[config.mk]
export PLATFORM = sky130hd
export DESIGN_NAME = pipe_stage_skid_reg
export DESIGN_NICKNAME = d
export VERILOG_FILES = /design/src/rtl/arm_pipe_pkg.sv /design/src/rtl/pipe_stage_skid_reg.sv
export SDC_FILE = /design/constraint.sdc
export NUM_CORES = 1
export LEC_CHECK = 0
export CORE_MARGIN = 1
export CORE_UTILIZATION = 48
export CTS_CLUSTER_SIZE = 12
export DETAILED_ROUTE_END_ITERATION = 8
export PLACE_DENSITY = 0.88
export REMOVE_ABC_BUFFERS = 1
export SLEW_MARGIN = 20
export SYNTH_ARGS = -nofsm -noshare
export SYNTH_HDL_FRONTEND = slang
export SYNTH_SLANG_ARGS = --single-unit
[constraint.sdc]
create_clock -name clk -period 12.35 [get_ports clk]
set_input_delay 2.47 -clock clk [delete_from_list [all_inputs] [get_ports clk]]
set_output_delay 2.47 -clock clk [all_outputs]
set_load 0.1 [all_outputs]
[src/rtl/arm_pipe_pkg.sv]
// Shared definitions for the ARM core inter-stage registers: control-vector bit
// indices, per-stage vector widths and data-vector field offsets.
package arm_pipe_pkg;

    // Control-vector bit indices
    localparam int unsigned CTRL_WB_EN    = 0;
    localparam int unsigned CTRL_MEM_R_EN = 1;
    localparam int unsigned CTRL_MEM_W_EN = 2;
    localparam int unsigned CTRL_B        = 3;
    localparam int unsigned CTRL_S        = 4;
    localparam int unsigned CTRL_IMM      = 5;

    // Per-stage vector widths
    localparam int unsigned IF_ID_CTRL_W  = 8;
    localparam int unsigned IF_ID_DATA_W  = 64;
    localparam int unsigned ID_EX_CTRL_W  = 8;
    localparam int unsigned ID_EX_DATA_W  = 160;
    localparam int unsigned EX_MEM_CTRL_W = 8;
    localparam int unsigned EX_MEM_DATA_W = 72;
    localparam int unsigned MEM_WB_CTRL_W = 8;
    localparam int unsigned MEM_WB_DATA_W = 72;

    // Data-vector field offsets (LSB position) for the ID/EX layout
    localparam int unsigned OFS_PC       = 0;
    localparam int unsigned OFS_VAL_RN   = 32;
    localparam int unsigned OFS_VAL_RM   = 64;
    localparam int unsigned OFS_SHIFT_OP = 96;
    localparam int unsigned OFS_IMM24    = 108;
    localparam int unsigned OFS_DEST     = 132;
    localparam int unsigned OFS_SR       = 136;
    localparam int unsigned OFS_SRC1     = 140;
    localparam int unsigned OFS_SRC2     = 144;

endpackage

[src/rtl/pipe_stage_skid_reg.sv]
// Elastic pipeline stage register with a 2-entry skid buffer, hazard bubble input
// and synchronous flush. MAIN drives the outputs; SKID absorbs one item of back-pressure.
module pipe_stage_skid_reg
    import arm_pipe_pkg::*;
#(
    parameter int unsigned CTRL_W     = ID_EX_CTRL_W,
    parameter int unsigned DATA_W     = ID_EX_DATA_W,
    parameter bit          FLUSH_DATA = 1'b1
) (
    input  logic              clk,
    input  logic              rst,
    input  logic              flush,
    input  logic              bubble,
    input  logic              in_valid,
    output logic              in_ready,
    input  logic [CTRL_W-1:0] in_ctrl,
    input  logic [DATA_W-1:0] in_data,
    output logic              out_valid,
    input  logic              out_ready,
    output logic [CTRL_W-1:0] out_ctrl,
    output logic [DATA_W-1:0] out_data,
    output logic [1:0]        occupancy
);

    logic              main_valid_q, main_valid_d;
    logic [CTRL_W-1:0] main_ctrl_q, main_ctrl_d;
    logic [DATA_W-1:0] main_data_q, main_data_d;
    logic              skid_valid_q, skid_valid_d;
    logic [CTRL_W-1:0] skid_ctrl_q, skid_ctrl_d;
    logic [DATA_W-1:0] skid_data_q, skid_data_d;

    logic accept;
    logic drain;

    assign in_ready  = !skid_valid_q && !bubble;
    assign accept    = in_valid && in_ready;
    assign drain     = main_valid_q && out_ready;

    assign out_valid = main_valid_q;
    assign out_ctrl  = main_ctrl_q;
    assign out_data  = main_data_q;
    assign occupancy = {1'b0, main_valid_q} + {1'b0, skid_valid_q};

    always_comb begin
        main_valid_d = main_valid_q;
        main_ctrl_d  = main_ctrl_q;
        main_data_d  = main_data_q;
        skid_valid_d = skid_valid_q;
        skid_ctrl_d  = skid_ctrl_q;
        skid_data_d  = skid_data_q;

        if (flush) begin
            // Handshakes in the flush cycle are dropped; upstream is flushed too.
            main_valid_d = 1'b0;
            main_ctrl_d  = '0;
            skid_valid_d = 1'b0;
            skid_ctrl_d  = '0;
            if (FLUSH_DATA) begin
                main_data_d = '0;
                skid_data_d = '0;
            end
        end else if (!main_valid_q) begin
            if (accept) begin
                main_valid_d = 1'b1;
                main_ctrl_d  = in_ctrl;
                main_data_d  = in_data;
            end
        end else if (drain) begin
            if (skid_valid_q) begin
                main_ctrl_d  = skid_ctrl_q;
                main_data_d  = skid_data_q;
                skid_valid_d = 1'b0;
                skid_ctrl_d  = '0;
            end else if (accept) begin
                main_ctrl_d  = in_ctrl;
                main_data_d  = in_data;
            end else begin
                // Empty MAIN shows a NOP control vector downstream.
                main_valid_d = 1'b0;
                main_ctrl_d  = '0;
            end
        end else if (accept) begin
            skid_valid_d = 1'b1;
            skid_ctrl_d  = in_ctrl;
            skid_data_d  = in_data;
        end
    end

    always_ff @(posedge clk or posedge rst) begin
        if (rst) begin
            main_valid_q <= 1'b0;
            main_ctrl_q  <= '0;
            main_data_q  <= '0;
            skid_valid_q <= 1'b0;
            skid_ctrl_q  <= '0;
            skid_data_q  <= '0;
        end else begin
            main_valid_q <= main_valid_d;
            main_ctrl_q  <= main_ctrl_d;
            main_data_q  <= main_data_d;
            skid_valid_q <= skid_valid_d;
            skid_ctrl_q  <= skid_ctrl_d;
            skid_data_q  <= skid_data_d;
        end
    end

endmodule

==> impl_metrics.json <==
{
  "slew_violations": 0,
  "grt_usage_pct": 29.9,
  "slew_headroom_pct": 22.7,
  "ios": 346,
  "hold_viol_final": 0,
  "fin_hold_ws_ps": 491,
  "netlist_area_um2": 18800,
  "yosysUniqueCellTypes": 31,
  "finalNonFillerCells": 2651,
  "placed_cells": 2578,
  "dieArea_um2": 39900,
  "grt_max_degree": 169,
  "wirelength_mm": 61.0,
  "rsz0062_at_grt": "false",
  "p_per_area_nw_per_um2": 125,
  "grt_antenna_before_repair": 3,
  "rrSetupSlack_ps": 8510,
  "synthMuxAreaShare_pct": 0,
  "outcome": "complete, no violations",
  "cp-end-kind": "output port",
  "syn_area_per_cell_um2": 9.64,
  "critPathLaunchType": "input port",
  "cts_hold_buf": 0,
  "grt_pass1_vias": 18200,
  "path_clk_slew_ps": 60,
  "cp.required_ps": 9880,
  "worst_hold_path_type": "register to register",
  "cts_tree": "done",
  "layout-drive-gt1-share_pct": 4.74,
  "cts_root_buf": "clkbuf_16",
  "synth_xor_area_share_pct": 0,
  "final_common_cell": "clkdlybuf4s50_1",
  "crit_fanout": 48,
  "detail_route.first_pass.iterations": 6,
  "vias": 18000,
  "cts_made_buffers": 39,
  "critPathSlowestCell": "clkdlybuf4s50_1",
  "worstPathCellList": "buf_6, nor2_1, clkdlybuf4s50_1",
  "cts_htree_levels": 2,
  "dieHeight_um": 200,
  "fin_nets": 2277,
  "port_buffers": 345,
  "routed_via_density": 6.80,
  "irDropWorstVdd_uv": 103,
  "ctsLongestPathBuffers": 3,
  "synth.yosys.seq_area_share_pct": 45.1,
  "coreArea_um2": 38600,
  "post-route-period-util_pct": 52.3,
  "fin_skew_ps": 10.6,
  "synth_top_family_by_area": "simple AND/OR/NAND/NOR gates",
  "grt_first_pass_wirelength_mm": 95.9,
  "clock.fmax_mhz": 155,
  "hpwl_mm": 33.9,
  "crit_arrival_ps": 3990,
  "yosys_warnings": 0,
  "min_period_ps": 6460,
  "synthAdderAreaFrac_pct": 0.0667,
  "power.leakage_nw": 9.09,
  "grt-ovfl-total": 0,
  "post_cts_buffers": 0,
  "synth_compound_area_share_pct": 22.7,
  "drc_errors": 0,
  "gp_congestion": 0.792,
  "wire_per_inst_um": 23.0,
  "antenna_left": 0,
  "start_util_pct": 48.6,
  "ys_ff_latch": 338,
  "synthToLayoutAreaGrowth_pct": 24.5,
  "drt-initial-drc-count": 1700,
  "cts.sinks": 338,
  "die_w_um": 200,
  "mostFrequentLayoutCells": "343 x clkdlybuf4s50_1, 337 x nand2_1, 336 x dfrtp_1",
  "drv_cap": 0,
  "crit_type": "input port to output port",
  "netlist_instances": 1945,
  "num_rows": 72,
  "insertion_delay_ps": 540,
  "fill_cells": 3058,
  "finalSetupViolations": 0,
  "ctsResizeCount": 0,
  "synthSimpleGateAreaFrac_pct": 26.5,
  "worstMarginPinSlew_ps": 1160,
  "p_total_w": 0.00293,
  "cp_slowest_stage_delay_ps": 1140
}
## metrics by stage
stage	setup TNS [ps]	cell area [µm²]	util, %	setup slack (ps)
after global placement	0	22100	57.3	5880
after floorplan	-583940	17700	-	-3490
after detailed placement	0	22100	57.3	5900
after CTS	0	23300	60.4	5900
final	0	23300	60.5	5890
after global routing	0	23300	60.5	5840
## registers in the layout, indices dropped and copies added (netlist names)
signal        cells
out_data        160
out_valid         1
skid_ctrl_q       8
skid_data_q     160
out_ctrl          8
skid_valid_q      1
## layer usage
metal / vias to the layer above / track usage [%] / share of wire [%]
met2: 1000 / 47.3 / 48
met5: - / 0 / 0
li1: 7827 / - / -
met4: 0 / 13.7 / 3.4
met1: 9046 / 38.2 / 39
met3: 158 / 7.59 / 9.6
## worst max-delay path: cells and delay by family
family,cells,cell delay [ps]
buf+inv,2,1360
simple gates,1,130
## report_power, final
group	switching, W	internal (W)
sequential	0.0000340	0.00114
combinational	0.000434	0.000172
clock	0.000474	0.000668
## Yosys cell counts (all sizes together)
library cell	n	area share, %
inv	4	0.080
or3b	1	0.047
dfrtp	338	45
nand3	160	4.3
a22o	160	7.5
nand2b	1	0.033
o211ai	160	6.4
a31oi	9	0.30
or2	1	0.033
nand3b	160	6.4
buf	70	1.8
ha	1	0.067
o31ai	8	0.32
o2111ai	160	7.5
nor3b	2	0.11
clkbuf	186	3.7
nor2	1	0.020
nor4b	1	0.080
and2	2	0.067
o2bb2ai	8	0.37
nor4bb	160	8.5
or4b	1	0.053
nor3	2	0.11
nand2	337	6.7
a21oi	3	0.10
o21ai	9	0.24
## path summary, 6_finish.rpt
kind / depth (start not counted) / startpoint / end
max in group asynchronous: 4 / rst / skid_data_q[10]$_DFFE_PP0P_
hold reg to reg: 1 / skid_data_q[49]$_DFFE_PP0P_ / skid_data_q[49]$_DFFE_PP0P_
setup reg to reg: 5 / skid_valid_q$_DFFE_PP0P_ / skid_data_q[27]$_DFFE_PP0P_
min in group asynchronous: 2 / rst / skid_data_q[113]$_DFFE_PP0P_
hold / removal: 1 / skid_data_q[49]$_DFFE_PP0P_ / skid_data_q[49]$_DFFE_PP0P_
setup / recovery: 3 / bubble / in_ready
## area by class of cell
| cell class | count | area [µm²] | area share, % |
|---|---|---|---|
| Timing Repair Buffer | 372 | 3690 | 15.8 |
| Clock buffer | 58 | 1120 | 4.79 |
| Inverter | 4 | 30.0 | 0.129 |
| Antenna cell | 3 | 7.51 | 0.0322 |
| Clock inverter | 11 | 113 | 0.482 |
| Tap cell | 518 | 648 | 2.78 |
| Multi-Input combinational cell | 1347 | 9270 | 39.7 |
| Sequential cell | 338 | 8470 | 36.3 |
## kinds of logic (layout without fill, tap and decap cells)
| kind of cell | count (synthesis) | in the layout |
|---|---|---|
| AO/OA/AOI/OAI | 517 | 517 |
| adder cells (fa/ha/maj) | 1 | 1 |
| buffers and inverters | 260 | 445 |
| flip-flops | 338 | 338 |
| other | 0 | 3 |
| AND/OR/NAND/NOR | 829 | 829 |
Note: power is estimated with default switching activity, not from simulation.
